==> src/rtl/fir_pkg.sv <==
// Shared definitions for the FIR output-capture path.
package fir_pkg;

    localparam int unsigned FIR_OUT_W = 16;

    typedef enum logic [1:0] {
        ST_IDLE    = 2'd0,
        ST_WAIT    = 2'd1,
        ST_CAPTURE = 2'd2
    } capState_t;

    // Round half up by 'shift' bits at FIR_OUT_W+1 precision, then clamp to a signed outW range.
    // Result is returned sign-extended to FIR_OUT_W bits; callers keep the low outW bits.
    function automatic logic signed [FIR_OUT_W-1:0] sat_round(
        input logic signed [FIR_OUT_W-1:0] x,
        input int unsigned                 shift,
        input int unsigned                 outW
    );
        logic signed [FIR_OUT_W:0] s;
        logic signed [FIR_OUT_W:0] hi;
        logic signed [FIR_OUT_W:0] lo;
        s  = {x[FIR_OUT_W-1], x};
        s  = s + (FIR_OUT_W+1)'(32'd1 << (shift - 32'd1));
        s  = s >>> shift;
        hi = (FIR_OUT_W+1)'((32'd1 << (outW - 32'd1)) - 32'd1);
        lo = ~hi;
        if (s > hi) begin
            return FIR_OUT_W'(hi);
        end else if (s < lo) begin
            return FIR_OUT_W'(lo);
        end
        return FIR_OUT_W'(s);
    endfunction

endpackage

==> src/rtl/fir_sync_fifo.sv <==
// First-word-fall-through FIFO with a registered head, level and valid.
module fir_sync_fifo #(
    parameter int unsigned DEPTH = 4,
    parameter int unsigned OUT_W = 8
) (
    input  logic                       iClk_12MHz,
    input  logic                       iRsn,
    input  logic                       iPush,
    input  logic [OUT_W-1:0]           iPushData,
    input  logic                       iReady,
    output logic                       oValid,
    output logic [OUT_W-1:0]           oData,
    output logic [$clog2(DEPTH):0]     oLevel,
    output logic                       oDrop_c
);

    localparam int unsigned PTR_W = $clog2(DEPTH);
    localparam int unsigned LVL_W = PTR_W + 1;

    logic [OUT_W-1:0] mem [DEPTH];
    logic [PTR_W-1:0] rdPtr, wrPtr, rdNext;
    logic [LVL_W-1:0] level, levelNext;
    logic [OUT_W-1:0] headQ, headNext;
    logic             validQ;
    logic             full, pop, wrEn;

    // Handshake decode; a full FIFO still accepts a push when the head leaves in the same clock.
    always_comb begin
        full      = (level == LVL_W'(DEPTH));
        pop       = validQ & iReady;
        wrEn      = iPush & (~full | pop);
        oDrop_c   = iPush & full & ~pop;
        rdNext    = pop ? rdPtr + PTR_W'(1) : rdPtr;
        levelNext = level;
        case ({wrEn, pop})
            2'b10:   levelNext = level + LVL_W'(1);
            2'b01:   levelNext = level - LVL_W'(1);
            default: levelNext = level;
        endcase
        // Next head: bypass the incoming word when it lands in the head slot, hold when empty.
        headNext = headQ;
        if (levelNext != '0) begin
            if (wrEn && (wrPtr == rdNext)) begin
                headNext = iPushData;
            end else begin
                headNext = mem[rdNext];
            end
        end
    end

    // Storage array.
    always_ff @(posedge iClk_12MHz) begin
        if (wrEn) begin
            mem[wrPtr] <= iPushData;
        end
    end

    // Pointers, occupancy and registered head.
    always_ff @(posedge iClk_12MHz or negedge iRsn) begin
        if (!iRsn) begin
            rdPtr  <= '0;
            wrPtr  <= '0;
            level  <= '0;
            validQ <= 1'b0;
            headQ  <= '0;
        end else begin
            rdPtr  <= rdNext;
            if (wrEn) begin
                wrPtr <= wrPtr + PTR_W'(1);
            end
            level  <= levelNext;
            validQ <= (levelNext != '0);
            headQ  <= headNext;
        end
    end

    assign oValid = validQ;
    assign oData  = headQ;
    assign oLevel = level;

endmodule

==> src/rtl/fir_out_capture.sv <==
// Captures FIR output a fixed delay after each sample strobe, converts and buffers it.
module fir_out_capture
    import fir_pkg::*;
#(
    parameter int unsigned CAPTURE_DLY = 2,
    parameter int unsigned SHIFT       = 8,
    parameter int unsigned OUT_W       = 8,
    parameter int unsigned DEPTH       = 4
) (
    input  logic                       iClk_12MHz,
    input  logic                       iRsn,
    input  logic                       iEnSample_600kHz,
    input  logic [FIR_OUT_W-1:0]       iFirIn,
    input  logic                       iReady,
    input  logic                       iClrFlags,
    output logic                       oValid,
    output logic [OUT_W-1:0]           oData,
    output logic [$clog2(DEPTH):0]     oLevel,
    output logic                       oOverflow,
    output logic                       oOverrun
);

    localparam int unsigned   CNT_W    = 4;
    localparam logic [CNT_W-1:0] CNT_LOAD = CNT_W'(CAPTURE_DLY - 1);

    capState_t        state, stateNext;
    logic [CNT_W-1:0] cnt, cntNext;
    logic             overrunSet_c;
    logic             push_c;
    logic [OUT_W-1:0] pushData_c;
    logic             drop_c;
    logic             overflowQ, overrunQ;

    // Next-state logic; the sample lands in the FIFO during CAPTURE, CAPTURE_DLY clocks after the strobe.
    always_comb begin
        stateNext    = state;
        cntNext      = cnt;
        overrunSet_c = 1'b0;
        case (state)
            ST_IDLE: begin
                if (iEnSample_600kHz) begin
                    cntNext   = CNT_LOAD;
                    stateNext = (CNT_LOAD == '0) ? ST_CAPTURE : ST_WAIT;
                end
            end
            ST_WAIT: begin
                if (iEnSample_600kHz) begin
                    overrunSet_c = 1'b1;
                    cntNext      = CNT_LOAD;
                    stateNext    = (CNT_LOAD == '0) ? ST_CAPTURE : ST_WAIT;
                end else if (cnt <= CNT_W'(1)) begin
                    cntNext   = '0;
                    stateNext = ST_CAPTURE;
                end else begin
                    cntNext = cnt - CNT_W'(1);
                end
            end
            ST_CAPTURE: begin
                if (iEnSample_600kHz) begin
                    cntNext   = CNT_LOAD;
                    stateNext = (CNT_LOAD == '0) ? ST_CAPTURE : ST_WAIT;
                end else begin
                    stateNext = ST_IDLE;
                end
            end
            default: begin
                cntNext   = '0;
                stateNext = ST_IDLE;
            end
        endcase
    end

    // State and delay counter.
    always_ff @(posedge iClk_12MHz or negedge iRsn) begin
        if (!iRsn) begin
            state <= ST_IDLE;
            cnt   <= '0;
        end else begin
            state <= stateNext;
            cnt   <= cntNext;
        end
    end

    // Conversion of the live FIR word into the FIFO write port.
    always_comb begin
        push_c     = (state == ST_CAPTURE);
        pushData_c = OUT_W'(sat_round(iFirIn, SHIFT, OUT_W));
    end

    // Sticky flags; a set in the same clock as a clear takes priority.
    always_ff @(posedge iClk_12MHz or negedge iRsn) begin
        if (!iRsn) begin
            overflowQ <= 1'b0;
            overrunQ  <= 1'b0;
        end else begin
            if (drop_c) begin
                overflowQ <= 1'b1;
            end else if (iClrFlags) begin
                overflowQ <= 1'b0;
            end
            if (overrunSet_c) begin
                overrunQ <= 1'b1;
            end else if (iClrFlags) begin
                overrunQ <= 1'b0;
            end
        end
    end

    fir_sync_fifo #(
        .DEPTH (DEPTH),
        .OUT_W (OUT_W)
    ) uFifo (
        .iClk_12MHz (iClk_12MHz),
        .iRsn       (iRsn),
        .iPush      (push_c),
        .iPushData  (pushData_c),
        .iReady     (iReady),
        .oValid     (oValid),
        .oData      (oData),
        .oLevel     (oLevel),
        .oDrop_c    (drop_c)
    );

    assign oOverflow = overflowQ;
    assign oOverrun  = overrunQ;

endmodule

==> config.mk <==
export PLATFORM = sky130hd
export DESIGN_NAME = fir_out_capture
export DESIGN_NICKNAME = d
export VERILOG_FILES = /design/src/rtl/fir_pkg.sv /design/src/rtl/fir_sync_fifo.sv /design/src/rtl/fir_out_capture.sv
export SDC_FILE = /design/constraint.sdc
export NUM_CORES = 1
export LEC_CHECK = 0
export BUFFER_PORTS_ARGS = -buffer_cell sky130_fd_sc_hd__buf_2
export CAP_MARGIN = 25
export CORE_MARGIN = 2
export CORE_UTILIZATION = 52
export DETAILED_ROUTE_END_ITERATION = 8
export HOLD_SLACK_MARGIN = 0.03
export PLACE_DENSITY = 0.72
export SLEW_MARGIN = 20
export SYNTH_ARGS = -nofsm -noshare
export SYNTH_HDL_FRONTEND = slang
export SYNTH_SLANG_ARGS = --single-unit
==> constraint.sdc <==
create_clock -name iClk_12MHz -period 4.8 [get_ports iClk_12MHz]
set_input_delay 0.96 -clock iClk_12MHz [delete_from_list [all_inputs] [get_ports iClk_12MHz]]
set_output_delay 0.96 -clock iClk_12MHz [all_outputs]
set_load 0.1 [all_outputs]
# After elaboration in Yosys (flattened, before gate mapping)
# Memories as Yosys holds them, arrays and structs flattened. A register that Yosys moved wholly into a read port is not among the register bits.
# Index checks and enable logic that the tools add are counted.
[totals]
reg_bits = 16
ram_bits = 32
inputBits = 21
output_inout_bits = 14
word_cells = 63
memories = 1
[memory_table]
columns = ["name", "depth", "word_bits", "rd", "rd_clocked_by_memory_dff", "write_ports", "line_no", "rtl"]
rows = [
  ["uFifo.mem", 4, 8, 1, 1, 1, "fir_sync_fifo.sv:20", "logic [OUT_W-1:0] mem [DEPTH];"],
]
[op_classes]
add_sub_neg = 6
magnitude_cmp = 3
n_eq_ne = 8
mux = 23
bitwise_logic = 7
reduce_logical = 7
[ops]
columns = ["op", "n"]
rows = [
  ["two-way mux 8 bit", 3],
  ["adder 16 x 9 -> 17 bit, second input constant", 1],
  ["two-way mux 4 bit", 3],
  ["two-way mux 1 bit", 10],
  ["greater-than comparator 9 x 8 -> 1 bit, second input constant", 1],
  ["< comparator 9 x 8 -> 1 bit, second input constant", 1],
  ["two-way mux 2 bit", 4],
  ["case mux 4 bit (2 select lines)", 1],
  ["case mux 2 bit (3 select lines)", 1],
  ["case mux 3 bit (2 select lines)", 1],
  ["adder 2 x 1 -> 2 bit, second input constant", 2],
  ["AND 1 bit", 4],
  ["equality test 2 x 1 -> 1 bit, second input constant", 2],
  ["equality test 2 bit, second input constant", 2],
  ["less-or-equal comparator 4 x 1 -> 1 bit, second input constant", 1],
  ["nonzero test 2 bit", 2],
  ["subtractor 4 x 1 -> 4 bit, second input constant", 1],
  ["adder 3 x 1 -> 3 bit, second input constant", 1],
  ["equality test 3 bit, second input constant", 1],
  ["!= test 3 bit, second input constant", 1],
  ["nonzero test 3 bit", 1],
  ["subtractor 3 x 1 -> 3 bit, second input constant", 1],
  ["zero test 2 bit", 1],
  ["!= test 2 x 1 -> 1 bit, second input constant", 1],
  ["other kinds (6)", 7],
]

# Depth between registers and ports, before layout
[logic_depth]
word_depth = 7
depth_mapped = 14

# Hierarchy
# Synthesis repeated with hierarchy kept, for this count alone.
[hier_totals]
cells_unflattened = 283
hier_area_um2 = 3183.1
[modules_own_cells]
columns = ["module", "instances", "cells_each", "area_each_um2", "seq_area_each_um2"]
rows = [
  ["fir_sync_fifo", 1, 196, 2469.9, 1361.3],
  ["fir_out_capture", 1, 87, 713.2, 200.2],
]

# Worst setup path before layout
# OpenSTA, ideal clock, no wires.
[synth_path]
path_type = "reg2reg"
from = "register uFifo.validQ (netlist: uFifo.oValid)"
to = "register uFifo.headQ[1] (netlist: uFifo.oData[1]) (read register of uFifo.mem)"
t_arrival_ns = 3.475
slack_ns = 1.199
stages_incl_launch_ff = 12
n_path_buf = 2
path_cell_list = "dfrtp_1 > nand2_2 > inv_2 > buf_2 > ha_1 > inv_1 > fa_1 > xor2_1 > o21a_1 > or4_4 > buf_6 > mux2_4"
[synth_between]
elab_chain_cells = 6
[synth_rtl]
columns = ["item", "line_no", "rtl"]
rows = [
  ["from (decl)", "fir_sync_fifo.sv:24", "logic validQ;"],
  ["from (signal assigned)", "fir_sync_fifo.sv:72", "validQ <= (levelNext != '0);"],
  ["AND 1 bit (*)", "fir_sync_fifo.sv:30", "pop = validQ & iReady;"],
  ["OR 1 bit", "fir_sync_fifo.sv:31", "wrEn = iPush & (~full | pop);"],
  ["AND 1 bit", "fir_sync_fifo.sv:31", ""],
  ["equality test 2 x 1 -> 1 bit / equality test 2 bit (equally long branches)", "fir_sync_fifo.sv:35", "case ({wrEn, pop})"],
  ["case mux 3 bit (2 select lines)", "fir_sync_fifo.sv:35", ""],
  ["nonzero test 3 bit", "fir_sync_fifo.sv:42", "if (levelNext != '0) begin"],
  ["to (decl)", "fir_sync_fifo.sv:23", "logic [OUT_W-1:0] headQ, headNext;"],
]
# Mark *: on every way between the ends. The rest lies on a longest branch, timed or not.
# A chain may end at the register's enable or synchronous reset.

# Final worst setup path
[layout_path]
from = "input port iReady"
to = "register uFifo.headQ[1] (netlist: uFifo.oData[1]) (read register of uFifo.mem)"
[layout_between]
elab_chain_cells = 6
[layout_rtl]
columns = ["item", "line_no", "rtl"]
rows = [
  ["from (decl)", "fir_out_capture.sv:14", "input logic iReady,"],
  ["AND 1 bit (*)", "fir_sync_fifo.sv:30", ""],
  ["OR 1 bit", "fir_sync_fifo.sv:31", ""],
  ["AND 1 bit", "fir_sync_fifo.sv:31", ""],
  ["equality test 2 x 1 -> 1 bit / equality test 2 bit (equally long branches)", "fir_sync_fifo.sv:35", ""],
  ["case mux 3 bit (2 select lines)", "fir_sync_fifo.sv:35", ""],
  ["nonzero test 3 bit", "fir_sync_fifo.sv:42", ""],
]
# Marks and branches as above.

==> impl_metrics.py <==
metrics = {
    "setup_path": {
        "start_kind": "input port",
        "path_max_fanout": 18,
        "worst-setup-path-type": "input port to register",
        "crit_path_end_kind": "register",
        "cp.required_ps": 5000,
        "cp.arrival_ps": 3680,
    },
    "floorplan": {
        "die_w_um": 81.8,
        "ios": 35,
        "fp.dieArea_um2": 6680,
        "die_h_um": 81.8,
        "row_count": 28,
        "start_util_pct": 53.4,
        "coreArea_um2": 5890,
    },
    "clock_tree": {
        "cts_inserted_buffers": 5,
        "ctsResizeCount": 0,
        "post_cts_buffers": 0,
        "path_clk_slew_ps": 100,
        "clock_sinks": 56,
        "clk_latency_ps": 310,
        "clock_path_buffers": 2,
        "clockRootBuffer": "clkbuf_8",
        "cts-htree-levels": 2,
        "cts_tree": "done",
        "cts_hold_buf": 0,
    },
    "placed_design": {
        "place.gp.congestion": 0.833,
        "portBuffers": 27,
        "hpwl_um": 4230,
        "dp.cells": 357,
    },
    "sta": {
        "setup-tns-final_ps": 0,
        "hold_viol": 0,
        "min_period_ps": 3480,
        "worst_pin_slew_ps": 956,
        "rsz0062_at_grt": "false",
        "fmax_ghz": 0.287,
        "max_slew_margin_pct": 36.3,
        "fin_skew_ps": 5.57,
        "setup_viol": 0,
        "slew_viol_final": 0,
        "period_share_pct": 72.5,
    },
    "synthesis": {
        "synth-edff-count": 32,
        "muxShareOfSynthArea_pct": 6.45,
        "synth_fp_nets": 301,
        "synth_flop_cell": "edfxtp_1",
        "synth_most_common_cell": "edfxtp_1",
        "ys_async_sr_fraction_pct": 42.9,
        "synth_top_cell_by_area": "edfxtp_1",
        "synth_simple_gate_area_share_pct": 15.0,
        "synth-seq-cells": 56,
        "yosysSeqAreaShare_pct": 49.7,
        "synth.avg_cell_area_um2": 11.6,
        "yosysTopAreaCellShare_pct": 30.6,
        "synth_cells": 271,
        "synth_xor_area_share_pct": 2.19,
        "synth_fa_ha_area_share_pct": 3.82,
        "synth_compound_area_share_pct": 18.2,
        "yosysUniqueCellTypes": 70,
        "yosysWarnings": 0,
        "synth_area_leaders": "edfxtp_1 31%, dfrtp_1 19%, ha_1 3.2%",
        "synthTopCellsByCount": "32 x edfxtp_1, 24 x dfrtp_1, 16 x o21ai_0",
        "syn_area_um2": 3140,
        "synth_top_family_by_area": "compound AO/OA/AOI/OAI gates",
    },
    "pwr": {
        "pwr_density_cell_nw_per_um2": 650,
        "p_sw_mw": 1.06,
        "swShare_pct": 48.1,
        "p_leak_nw": 1.27,
        "ir_drop_mv": 0.504,
        "finalPower_mw": 2.21,
        "p_seq_share_pct": 35.3,
        "p_clk_share_pct": 13.8,
        "p_int_mw": 1.15,
        "power_frac_comb_pct": 50.8,
    },
    "grt": {
        "overflow": 0,
        "antenna_found_initial": 0,
        "grt_use_total_pct": 18.9,
        "grt_max_degree": 33,
        "grt_pass1_vias": 2062,
        "grt_pass1_wl_um": 9680,
    },
    "route": {
        "via_count": 2179,
        "wl_per_cell_um": 16.2,
        "viasPerCell": 5.97,
        "ant_nets": 0,
        "drcViolationCount": 0,
        "wl_um": 5910,
        "drt_first_pass_iters": 4,
        "drt_iter0_drc": 129,
    },
    "cells_and_area": {
        "antenna_cells": 0,
        "multi_input_area_um2": 1430,
        "syn2layout_area_growth_pct": 8.00,
        "regArea_um2": 1560,
        "fill_cells": 485,
        "layout.nets": 319,
        "final_util_pct": 57.7,
        "drive_gt1_share_pct": 24.1,
        "fin_cells": 365,
    },
    "flow_run": {
        "cap_violations": 0,
    },
    "status": {
        "outcome": "finished clean",
    },
    "worst_hold_path": {
        "min_path_type": "register to register",
    },
}
-- registers in the layout, indices dropped and copies added (netlist names) --
signal / flops
oOverflow: 1
uFifo.oValid: 1
oOverrun: 1
uFifo.mem: 32
uFifo.wrPtr: 2
cnt: 4
uFifo.rdPtr: 2
uFifo.oData: 8
uFifo.oLevel: 3
state: 2
-- worst paths after layout --
check	end	cells past startpoint	startpoint	slack (ps)
max	uFifo.oData[1]	10	iReady	1320
min	oOverrun	2	oOverrun	530
max reg2reg	uFifo.oData[1]	9	uFifo.oValid	1610
min reg2reg	oOverrun	2	oOverrun	530
max in group asynchronous	uFifo.wrPtr[0]	1	iRsn	3840
min in group asynchronous	uFifo.oLevel[0]	1	iRsn	610
-- per-stage QoR --
stage / setup slack [ps] / hold WS, ps / cell area (µm²)
CTS: 1330 / 533 / 3400
finish: 1320 / 532 / 3400
floorplan: 1200 / 527 / 3140
global placement: 993 / 506 / 3280
global route: 1160 / 543 / 3400
detailed placement: 998 / 511 / 3280
-- cell usage in the layout (no fill, tap or decap), drive strengths merged, types with 9 or more instances in the layout --
master,synthesis,routed
edfxtp,32,32
dfrtp,24,24
a31oi,9,9
nor2,12,12
nand3,11,11
nand2,14,14
inv,16,16
o22ai,9,9
buf,9,27
o21ai,17,17
a21oi,9,9
-- worst max-delay path, cell delays in order --
cell     delay, ps
buf_2          130
nand2_2        260
inv_2          340
ha_1           240
inv_1           60
fa_1           360
xor2_1         160
o21a_1         190
or4_4          630
mux2_4         340
-- kinds of logic (layout without fill, tap and decap cells) --
kind of cell | after synthesis | count (layout)
AOI/OAI and AO/OA | 74 | 74
and+or+nand+nor | 79 | 79
adders and majority gates | 9 | 9
DFF | 56 | 56
buffers and inverters | 32 | 51
xor gates and xnor gates | 7 | 7
muxes | 14 | 14
-- final cells by class --
| cell class | count | area share (%) |
|---|---|---|
| clock buffer | 5 | 2.03 |
| sequential | 56 | 46.0 |
| clock inverter | 3 | 1.25 |
| timing repair buffer | 27 | 3.98 |
| tap | 75 | 2.76 |
| inverter | 16 | 1.77 |
| multi-input combinational | 183 | 42.2 |
-- routing by layer --
layer  vias up  GRT usage (%)  share of wire [%]
met5         -              0                  0
li1       1056              -                  -
met1      1050           25.2                 46
met4         0           7.17                1.7
met2        63           30.2                 47
met3        10           4.29                4.8
-- power groups by stage --
stage                     Combinational, mW  Clock (mW)  Sequential [mW]
after global routing                   1.21       0.331            0.799
after detailed placement               1.12           0            0.788
final                                  1.12       0.305            0.779
after CTS                              1.12       0.310            0.777
after global placement                 1.10           0            0.785
after floorplan                       0.655           0             1.10
Power figures use the tool's default switching activity.
